**config.mk**
```make
export PLATFORM = sky130hd
export DESIGN_NAME = salu_operand_sequencer
export DESIGN_NICKNAME = d
export VERILOG_FILES = /design/src/rtl/salu_operand_sequencer.sv
export SDC_FILE = /design/constraint.sdc
export NUM_CORES = 1
export LEC_CHECK = 0
export CAP_MARGIN = 20
export CORE_AREA = 2 2 256 132
export CTS_CLUSTER_SIZE = 24
export DETAILED_ROUTE_END_ITERATION = 16
export DIE_AREA = 0 0 258 134
export PLACE_DENSITY = 0.61
export SYNTH_ARGS = -nofsm -noshare
export SYNTH_HDL_FRONTEND = slang
export SYNTH_SLANG_ARGS = --single-unit
```
**constraint.sdc**
```tcl
create_clock -name clock -period 3 [get_ports clock]
set_clock_uncertainty 0.2 [all_clocks]
set_input_delay 0.6 -clock clock [delete_from_list [all_inputs] [get_ports clock]]
set_output_delay 0.6 -clock clock [all_outputs]
set_load 0.1 [all_outputs]
```
**src/rtl/salu_operand_sequencer.sv**
```systemverilog
// Scalar operand sequencer: reads SGPR operands, hands them to the SALU and
// writes the result back, suppressing writes to read-only SGPR addresses.
module salu_operand_sequencer #(
    parameter int ADDR_W   = 8,
    parameter int DATA_W   = 64,
    parameter int READ_LAT = 1
) (
    input  logic              clock,
    input  logic              reset,
    input  logic              instr_valid,
    output logic              instr_ready,
    input  logic [ADDR_W-1:0] src0_addr,
    input  logic [ADDR_W-1:0] src1_addr,
    input  logic [ADDR_W-1:0] dst_addr,
    input  logic              is_64,
    input  logic              wr_req,
    output logic [ADDR_W-1:0] rf_s0,
    output logic [ADDR_W-1:0] rf_s1,
    input  logic [DATA_W-1:0] rf_r0,
    input  logic [DATA_W-1:0] rf_r1,
    output logic              op_valid,
    output logic [DATA_W-1:0] op0,
    output logic [DATA_W-1:0] op1,
    input  logic              alu_done,
    input  logic [DATA_W-1:0] alu_result,
    output logic [ADDR_W-1:0] rf_w0,
    output logic [DATA_W-1:0] rf_wv,
    output logic              rf_en_w,
    output logic              rf_en_64,
    output logic              wr_fault,
    output logic              busy
);
    localparam int HALF = DATA_W / 2;

    typedef enum logic [1:0] {IDLE, READ, EXEC, WRITE} state_t;

    state_t            state, state_nxt;
    logic [1:0]        rd_cnt;
    logic [ADDR_W-1:0] dst_q;
    logic              is64_q;
    logic              wr_q;
    logic              dst_prot;

    function automatic logic prot_addr(input logic [ADDR_W-1:0] a);
        return (a == ADDR_W'(8'h7D)) ||
               (a >= ADDR_W'(8'h80) && a <= ADDR_W'(8'hE8)) ||
               (a >= ADDR_W'(8'hF0) && a <= ADDR_W'(8'hF8));
    endfunction

    // The top SGPR has no partner, so a 64-bit read of it returns zero upper bits.
    function automatic logic [DATA_W-1:0] fmt_op(input logic [DATA_W-1:0] r,
                                                 input logic [ADDR_W-1:0] src,
                                                 input logic              w64);
        if (!w64 || src == '1)
            return {{HALF{1'b0}}, r[HALF-1:0]};
        return r;
    endfunction

    assign dst_prot = prot_addr(dst_q) ||
                      (is64_q && (prot_addr(dst_q + ADDR_W'(1)) || dst_q == '1));

    always_ff @(posedge clock) begin
        if (reset) state <= IDLE;
        else       state <= state_nxt;
    end

    always_comb begin
        state_nxt   = state;
        instr_ready = 1'b0;
        busy        = 1'b1;
        case (state)
            IDLE: begin
                instr_ready = 1'b1;
                busy        = 1'b0;
                if (instr_valid) state_nxt = READ;
            end
            READ:  if (rd_cnt == 2'd0) state_nxt = EXEC;
            EXEC:  if (alu_done) state_nxt = (wr_q && !dst_prot) ? WRITE : IDLE;
            WRITE: state_nxt = IDLE;
            default: state_nxt = IDLE;
        endcase
    end

    always_ff @(posedge clock) begin
        if (reset) begin
            rf_s0    <= '0;
            rf_s1    <= '0;
            dst_q    <= '0;
            is64_q   <= 1'b0;
            wr_q     <= 1'b0;
            rd_cnt   <= 2'd0;
            op_valid <= 1'b0;
            op0      <= '0;
            op1      <= '0;
            rf_w0    <= '0;
            rf_wv    <= '0;
            rf_en_w  <= 1'b0;
            rf_en_64 <= 1'b0;
            wr_fault <= 1'b0;
        end else begin
            rf_en_w  <= 1'b0;
            rf_en_64 <= 1'b0;
            wr_fault <= 1'b0;
            case (state)
                IDLE: if (instr_valid) begin
                    rf_s0  <= src0_addr;
                    rf_s1  <= src1_addr;
                    dst_q  <= dst_addr;
                    is64_q <= is_64;
                    wr_q   <= wr_req;
                    rd_cnt <= 2'(READ_LAT);
                end
                READ: begin
                    if (rd_cnt == 2'd0) begin
                        op0      <= fmt_op(rf_r0, rf_s0, is64_q);
                        op1      <= fmt_op(rf_r1, rf_s1, is64_q);
                        op_valid <= 1'b1;
                    end else begin
                        rd_cnt <= rd_cnt - 2'd1;
                    end
                end
                EXEC: if (alu_done) begin
                    op_valid <= 1'b0;
                    if (wr_q) begin
                        if (dst_prot) begin
                            wr_fault <= 1'b1;
                        end else begin
                            rf_w0    <= dst_q;
                            rf_wv    <= is64_q ? alu_result : {{HALF{1'b0}}, alu_result[HALF-1:0]};
                            rf_en_w  <= 1'b1;
                            rf_en_64 <= is64_q;
                        end
                    end
                end
                default: ;
            endcase
        end
    end
endmodule

```
==> metrics.md, run 1 <==
| Metric | Value |
|---|---|
| Status | `finished, final reports clean` |
| Slew HR | `63.62%` |
| Syn avg cell area | `8.360 sq um` |
| Core area | `32400 sq um` |
| Buffers on Ports | `443` |
| TritonCTS clock tree | `done` |
| Area delta synth->final | `60.14%` |
| Initial antenna violation count | `2` |
| Final Max Tran Viols | `0` |
| Post-synthesis cell area | `8594 sq um` |
| Worst-path fanout max | `23` |
| Syn Inst Count | `1028` |
| Worst path arrival time | `2.91 ns` |
| Remaining DRCs | `0` |
| Fin. Hold Viols | `0` |
| Yosys top cell area share | `54.51%` |
| Hold path depth | `2` |
| Synth warn | `0` |
| Main synth FF type | `dfxtp_1` |
| Die Width | `258 microns` |
| Tmin final | `2.716 ns` |
| Area leader, netlist | `dfxtp_1` |
| Maxcap violations | `0` |
| Crit path kind | `reg -> reg` |
| Placed cell count | `1841` |
| P per Cell Area | `585.3 nW/um^2` |
| Dpl hpwl | `22790 microns` |
| Syn Nets | `1254` |
| Filler cell count | `3175` |
| Detailed router's first-iteration violation count | `529` |
| Worst skew pair latency | `0.53 ns` |
| Max VDD drop | `389.2 uV` |
| Vias/cell | `4.723` |
| Synth Register Bits | `234` |
| Final antenna-violating net count | `0` |
| First-pass GRT wire length | `48330 microns` |
| Postcts setup bufs | `0` |
| Synth top area cells | `dfxtp_1 55%, a21oi_1 8.4%, nand2_1 8.1%` |
| Row count | `47` |
| Top-count cell post-synth | `dfxtp_1` |
| First-pass detailed-route iteration total | `5` |
| Worst setup SP type | `flop` |
| CTS Buf Count | `24` |
| Fin area | `13760 sq um` |
| Leakage | `0.005362 uW` |
| Clock sinks | `234` |
| Routability cong. | `0.8299` |
| RSZ-0062 raised after global routing | `no` |
| Fin crit share | `90.52%` |
| GRT Util Overall | `17.39%` |
| Cts repair resizes | `0` |
| Detailed-route wire length per cell | `17.01 microns` |
| Largest net degree at the start of global routing | `79` |
| Starting utilization of the core area | `26.52%` |
| Clock buffer depth | `3` |
| Post-synth EDFFs | `0` |
| Hold Crit Class | `in -> reg` |
| Finished Core Util | `42.48%` |
| Ys async rst share | `0%` |
| Worst Reg-to-Reg Cells | `7` |
| Die area | `34570 sq um` |
| CP endpoint kind | `flop` |
| Number of top-level pins | `444` |
| Clock root buffer | `clkbuf_16` |
| Worst Path Required | `3.19 ns` |
| Setup TNS | `0 ns` |
| Final setup fails | `0` |
| Via count | `8908` |
| Drt total wl | `32080 microns` |
| Area of the multi-input gates | `3516 sq um` |
| Layout cells sized above 1 | `20.58%` |
| Register area | `4684 sq um` |
| Final layout net count | `1652` |
| Grt total ovfl | `0` |
| Vias in the first global route | `8402` |
| Die Ht | `134 microns` |
| Final Non-Filler Cells | `1886` |
| Fmax | `368.2 MHz` |
| Post-synth top cells | `234 x dfxtp_1, 186 x nand2_1, 145 x a21oi_1` |
| Hold buffer count at cts | `0` |
| Post-synth cell types | `38` |
| Seq/Total Area, Yosys | `54.51%` |
| Clk slew on worst S/H paths | `0.07 ns` |
| Worst-Margin Slew | `0.5456 ns` |
| Placed inst area | `12920 sq um` |
| H-tree depth | `1` |
final timing paths:
check / start / to / slack, ns
max: dst_q[4]$_SDFFE_PP0P_ / rf_wv[33]$_SDFFE_PP0P_ / 0.28
min reg2reg: op0[5]$_SDFFE_PP0P_ / op0[5]$_SDFFE_PP0P_ / 0.25
max reg2reg: dst_q[4]$_SDFFE_PP0P_ / rf_wv[33]$_SDFFE_PP0P_ / 0.28
min: reset / op0[42]$_SDFFE_PP0P_ / 0.22
worst max-delay path, cell delays in order (launching register included):
cell and delay (ns):
dfxtp_1 0.43, nand3_1 0.19, nor4_1 0.37, mux2_2 0.42, a211o_2 0.42, buf_4 0.25
o21ai_0 0.21, a21oi_1 0.09
power breakdown:
| group | internal [uW] | total (uW) | switching (uW) |
|---|---|---|---|
| clock network | 1890 | 3200 | 1320 |
| registers | 3210 | 3280 | 77.0 |
| logic | 501 | 1570 | 1070 |
| total | 5590 | 8060 | 2460 |
state kept, by name, summed over array words and instances (netlist names), 2 cells and up:
signal  flops
op1        64
state       2
op0        64
rd_cnt      2
rf_s0       8
rf_wv      64
dst_q       8
rf_w0       8
rf_s1       8
cells by family (layout without fill, tap and decap cells):
kind of cell / count (synthesis) / count (layout) / share of synthesized area, %
and+or+nand+nor: 393 / 393 / 20.31
AOI/OAI and AO/OA: 292 / 292 / 19.26
DFF: 234 / 234 / 54.51
buffers and inverters: 101 / 516 / 4.877
adders and majority gates: 4 / 4 / 0.5823
muxes: 3 / 3 / 0.3640
xor gates and xnor gates: 1 / 1 / 0.1019
other: 0 / 2 / 0
cell usage in the layout, fill, tap and decap left out, drive strengths merged, types with 4 or more instances in the layout:
cell,instances
ha,4
inv,7
nand2b,22
clkinv,7
nor3,5
clkbuf,32
o21ai,76
nand2,186
a21oi,145
nand3,45
dfxtp,234
nand4,38
nor2b,5
and2,4
nor2,77
clkdlybuf4s50,220
a22oi,64
buf,246
metal layers:
| metal | up-vias | global-route usage (%) | part of all wire (%) |
|---|---|---|---|
| li1 | 4335 | - | - |
| met1 | 4220 | 24.41 | 47 |
| met2 | 304 | 26.55 | 44 |
| met3 | 49 | 3.968 | 6.3 |
| met4 | 0 | 5.299 | 3.1 |
| met5 | - | 0 | 0 |
metrics by stage:
step | hold WS, ns | power (uW) | setup slack [ns]
after floorplan | 0.2538 | 4335 | 0.1493
after CTS | 0.1939 | 8155 | 0.3060
final | 0.2245 | 8055 | 0.2843
after global placement | 0.2423 | 4917 | 0.2706
after detailed placement | 0.2476 | 4927 | 0.3315
after global routing | 0.2293 | 8371 | 0.1251
layout make-up:
class	count	area share, %
clock buffers	32	5.027
flip-flops and latches	234	34.04
well taps	441	4.009
inverters	7	0.1909
clock inverters	11	1.073
diodes	2	0.03636
repair buffers	466	30.08
multi-input cells	693	25.55
Note: power is estimated with default switching activity, not from simulation.
==> inputs of run 2 (changes only) <==
--- a/config.mk
+++ b/config.mk
@@ -11,6 +11,7 @@
 export DETAILED_ROUTE_END_ITERATION = 16
 export DIE_AREA = 0 0 258 134
 export PLACE_DENSITY = 0.61
+export SETUP_SLACK_MARGIN = 0.5
 export SYNTH_ARGS = -nofsm -noshare
 export SYNTH_HDL_FRONTEND = slang
 export SYNTH_SLANG_ARGS = --single-unit
==> metrics.md, run 2 (synthesis gave the netlist of run 1 again) <==
| Metric | Value |
|---|---|
| Commonest non-fill, non-tap cells in the layout | `235 x buf_4, 227 x dfxtp_1, 220 x clkdlybuf4s50_1, 186 x nand2_1, 145 x a21oi_1` |
| Area delta synth->final | `61.04%` |
| Number of top-level pins | `444` |
| Drt total wl | `32480 microns` |
| Die Ht | `134 microns` |
| Clock share of power | `38.5%` |
| CTS Buf Count | `24` |
| Die area | `34570 sq um` |
| Largest net degree at the start of global routing | `93` |
| Grt total ovfl | `0` |
| Worst Path Required | `3.20 ns` |
| Max VDD drop | `321.0 uV` |
| P per Cell Area | `572.8 nW/um^2` |
| Clock sinks | `234` |
| Via count | `8891` |
| Remaining DRCs | `0` |
| Routability cong. | `0.8395` |
| Core area | `32400 sq um` |
| Biggest regs | `op0 x64, op1 x64, rf_wv x64` |
| Register share of total power | `41.5%` |
| Worst-Margin Slew | `0.7712 ns` |
| Initial antenna violation count | `2` |
| Fin. Hold Viols | `0` |
| Final antenna-violating net count | `0` |
| Placed inst area | `12910 sq um` |
| TritonCTS clock tree | `done` |
| Dpl hpwl | `22200 microns` |
| Detailed-route wire length per cell | `17.20 microns` |
| Vias in the first global route | `8313` |
| Leakage | `0.005377 uW` |
| Hold buffer count at cts | `0` |
| Tmin final | `2.438 ns` |
| Final Max Tran Viols | `0` |
| Hold path start | `reset` |
| GRT Util Overall | `17.13%` |
| Area of the multi-input gates | `3556 sq um` |
| Worst path arrival time | `2.64 ns` |
| Clk slew on worst S/H paths | `0.06 ns` |
| Worst-path fanout max | `36` |
| Fmax | `410.2 MHz` |
| P_sw | `2466 uW` |
| Total power | `7928 uW` |
| Min setup slack post-route | `0.5620 ns` |
| Reg-to-reg startpoint | `dst_q[0]$_SDFFE_PP0P_` |
| Combinational power share | `20.1%` |
| CP endpoint kind | `flop` |
| Layout cells sized above 1 | `21.58%` |
| Worst setup SP type | `flop` |
| Fin area | `13840 sq um` |
| Filler cell count | `3212` |
| Pre-CTS setup slack | `0.2702 ns` |
| Hold Crit Class | `in -> reg` |
| Starting utilization of the core area | `26.52%` |
| Crit path kind | `reg -> reg` |
| Worst skew pair latency | `0.52 ns` |
| RSZ-0062 raised after global routing | `yes` |
| Commonest non-fill, non-tap cell in the layout | `buf_4` |
| First-pass GRT wire length | `47990 microns` |
| Die Width | `258 microns` |
| Slew HR | `48.59%` |
| Final layout net count | `1654` |
| Clock buffer depth | `3` |
| Detailed router's first-iteration violation count | `515` |
| Register area | `4698 sq um` |
| Crit path from | `dst_q[0]$_SDFFE_PP0P_` |
| Vias/cell | `4.707` |
| First-pass detailed-route iteration total | `5` |
| Maxcap violations | `0` |
| Fin crit share | `81.27%` |
| Row count | `47` |
| Setup TNS | `0 ns` |
| Status | `finished, final reports clean` |
| Clock root buffer | `clkbuf_16` |
| Buffers on Ports | `443` |
| Switching share of total power | `31.10%` |
| H-tree depth | `1` |
| Internal | `5462 uW` |
| Final setup fails | `0` |
-- run 2: cell types whose count changed in the layout (fill, tap and decap cells not counted), moves of 3 or more --
cell and delta:
buf_4 -3, dfxtp_1 -7, o21ai_0 -11, dfxtp_2 +5, o21ai_1 +10
-- run 2: worst paths after layout --
path | endpoint | slack, ns | depth (start not counted)
max | rf_wv[30]$_SDFFE_PP0P_ | 0.56 | 9
min | op0[55]$_SDFFE_PP0P_ | 0.21 | 2
max reg2reg | rf_wv[30]$_SDFFE_PP0P_ | 0.56 | 9
min reg2reg | op0[15]$_SDFFE_PP0P_ | 0.26 | 2
-- run 2: power groups by stage --
stage	logic [uW]	registers, uW	clock network (uW)
4_1_cts	1570	3290	3150
3_3_place_gp	1560	3350	0
6_report	1590	3290	3050
3_5_place_dp	1560	3360	0
5_1_grt	1670	3300	3280
2_1_floorplan	394	3940	0
-- run 2: what timing repair did --
action / in CTS / in global routing
resized for setup: 9 / 32
endpoints found under the setup margin: 75 / 74
pin swaps: 0 / 3
gates cloned: 0 / 3
setup buffers: 0 / 1
-- run 2: worst max-delay path: stages, from the launching register on --
cell and delay, ns:
dfxtp_4 0.39, inv_1 0.07, ha_1 0.27, nand2b_1 0.14, a31oi_1 0.09, a31o_1 0.27
a211o_4 0.41, buf_12 0.19, o21ai_0 0.19, a21oi_1 0.09
-- run 2: layout make-up --
cell class	count	share of cell area, %
antenna	2	0.03616
clock buffer	33	5.099
clock inverter	11	0.6780
inverter	7	0.1898
multi-input combinational	693	25.69
sequential	234	33.95
tap	441	3.987
timing repair buffer	468	30.37
-- run 2: per-stage QoR --
stage	std cells	hold slack, ns	util (%)
6_report	1889	0.2101	42.72
5_1_grt	1889	0.1782	42.72
4_1_cts	1883	0.1727	42.40
3_5_place_dp	1839	0.2472	39.83
3_3_place_gp	1839	0.2422	39.83
2_1_floorplan	1028	0.2538	-
-- run 2: routing by layer --
layer	GRT usage (%)	vias up	wire (microns)
li1	-	4345	-
met1	24.08	4247	15200
met2	26.05	267	14370
met3	4.781	32	2310
met4	3.854	0	604
met5	0	-	0
==> inputs of run 3 (changes only) <==
==> constraint.sdc (replaced) <==
create_clock -name clock -period 2.45 [get_ports clock]
set_clock_uncertainty 0.2 [all_clocks]
set_input_delay 0.49 -clock clock [delete_from_list [all_inputs] [get_ports clock]]
set_output_delay 0.49 -clock clock [all_outputs]
set_load 0.1 [all_outputs]
==> metrics.md, run 3 (synthesis gave the netlist of run 1 again) <==
| Metric | Value |
|---|---|
| Status | `finished, final reports clean` |
| Die Ht | `134 microns` |
| Biggest regs | `op0 x64, op1 x64, rf_wv x64` |
| Slew HR | `58.65%` |
| GRT Max-Usage Layer | `met2` |
| Crit path kind | `reg -> reg` |
| Clk slew on worst S/H paths | `0.07 ns` |
| CTS Buf Count | `24` |
| Worst setup SP type | `flop` |
| Die area | `34570 sq um` |
| Worst path arrival time | `2.62 ns` |
| Commonest non-fill, non-tap cells in the layout | `244 x buf_4, 220 x clkdlybuf4s50_1, 210 x dfxtp_1, 183 x nand2_1, 135 x a21oi_1` |
| Detailed router's first-iteration violation count | `555` |
| Core area | `32400 sq um` |
| Largest net degree at the start of global routing | `73` |
| Detailed-route wire length per cell | `18.41 microns` |
| Clock root buffer | `clkbuf_16` |
| WHS Endpoint | `rf_wv[43]$_SDFFE_PP0P_` |
| R2R Setup Slk | `0.05 ns` |
| Hold path depth | `2` |
| Layout cells sized above 1 | `28.55%` |
| Vias in the first global route | `8857` |
| Setup TNS | `0 ns` |
| Worst-path fanout max | `20` |
| Buf/Inv on CP | `3` |
| TritonCTS clock tree | `done` |
| Via count | `9370` |
| Hold path start | `reset` |
| Final Max Tran Viols | `0` |
| Area delta synth->final | `74.06%` |
| Worst skew pair latency | `0.53 ns` |
| Worst Reg-to-Reg Cells | `10` |
| Starting utilization of the core area | `26.52%` |
| Slowest-stage cell, CP | `dfxtp_4` |
| Hold buffer count at cts | `0` |
| Tmin final | `2.404 ns` |
| Worst Path Required | `2.66 ns` |
| H-tree depth | `1` |
| Clock sinks | `234` |
| Cell family with most CP delay | `compound AO/OA/AOI/OAI gates` |
| Met3 usage | `4.913%` |
| Met1 Use GR | `25.60%` |
| Hold Crit Class | `in -> reg` |
| Commonest non-fill, non-tap cell in the layout | `buf_4` |
| Initial antenna violation count | `0` |
| Fin. Hold Viols | `0` |
| Placed inst area | `13250 sq um` |
| Grt met2 use | `29.69%` |
| Row count | `47` |
| Fmax | `416.0 MHz` |
| Remaining DRCs | `0` |
| Grt total ovfl | `0` |
| Fin area | `14960 sq um` |
| Dpl hpwl | `22840 microns` |
| Fin crit share | `98.12%` |
| Routability cong. | `0.8383` |
| First-pass GRT wire length | `51890 microns` |
| Drt total wl | `35610 microns` |
| Vias/cell | `4.845` |
| First-pass detailed-route iteration total | `5` |
| Worst path max stage delay | `0.39 ns` |
| Worst R2R End | `rf_wv[55]$_SDFFE_PP0P_` |
| Reg-to-reg startpoint | `dst_q[1]$_SDFFE_PP0P_` |
| Worst-Margin Slew | `0.6180 ns` |
| GRT Util Overall | `18.85%` |
| Die Width | `258 microns` |
| Max VDD drop | `412.1 uV` |
| Leakage | `0.005844 uW` |
| Cells along the critical path | `inv_4 -> ha_4 -> nand2b_4 -> a31oi_1 -> a31o_2 -> buf_4 -> a211o_4 -> nor2_4 -> buf_12 -> o21ai_1` |
| CP endpoint kind | `flop` |
| Buffers on Ports | `443` |
| Number of top-level pins | `444` |
| RSZ-0062 raised after global routing | `yes` |
| Total power | `10320 uW` |
| Clock buffer depth | `3` |
| Maxcap violations | `0` |
| P per Cell Area | `689.8 nW/um^2` |
| Final layout net count | `1700` |
| Final antenna-violating net count | `0` |
| Final setup fails | `0` |
## run 3: cell count changes in the layout (fill, tap and decap cells not counted), moves of 12 or more
cell,delta
o21ai_2,+16
buf_6,+14
dfxtp_1,-17
o21ai_1,+34
dfxtp_2,+14
buf_12,+12
o21ai_0,-52
## run 3: area by class of cell
class,count,area (sq um)
antenna,1,2.502
timing repair buffer,511,4900
tap,441,551.8
multi-input combinational,696,3876
fill,3104,17440
inverter,7,31.28
clock buffer,31,688.2
sequential,234,4727
clock inverter,13,182.7
## run 3: per-layer routing
layer | part of all wire [%] | wire [microns]
met5 | 0 | 0
met4 | 2.5 | 904
met3 | 7.4 | 2646
met2 | 45 | 16190
met1 | 45 | 15870
## run 3: stage by stage
step	cells	utilization [%]	hold WS, ns	worst slack [ns]
6_report	1934	46.17	0.1429	0.04615
5_1_grt	1933	46.16	0.1256	-0.03230
4_1_cts	1921	44.97	0.1050	0.07167
3_5_place_dp	1854	40.89	0.2481	-0.006958
3_3_place_gp	1854	40.89	0.2423	0.03282
2_1_floorplan	1028	-	0.2538	0.1859
## run 3: how the worst max path moves through the flow
stage | from | to | slack [ns] | cells past startpoint
floorplan | state[1]$_SDFFE_PP0P_ | busy | 0.19 | 3
global placement | dst_q[0]$_SDFFE_PP0P_ | rf_wv[2]$_SDFFE_PP0P_ | 0.03 | 8
CTS | dst_q[1]$_SDFFE_PP0P_ | rf_wv[62]$_SDFFE_PP0P_ | 0.07 | 10
global route | dst_q[1]$_SDFFE_PP0P_ | rf_wv[38]$_SDFFE_PP0P_ | -0.03 | 10
detailed placement | dst_q[3]$_SDFFE_PP0P_ | rf_wv[25]$_SDFFE_PP0P_ | -0.007 | 7
finish | dst_q[1]$_SDFFE_PP0P_ | rf_wv[55]$_SDFFE_PP0P_ | 0.05 | 10
## run 3: power by group
group / switching (uW) / total, uW / internal [uW]
Sequential: 92.7 / 4020 / 3930
Combinational: 1430 / 2220 / 789
Clock: 1650 / 4070 / 2430
Total: 3170 / 10300 / 7150
## run 3: timing repair
item,in CTS,in global routing
endpoints found under the hold margin,0,0
cloned,9,6
buffers inserted,14,6
pin swaps,11,19
setup endpoints to repair,204,167
resized for setup,43,50
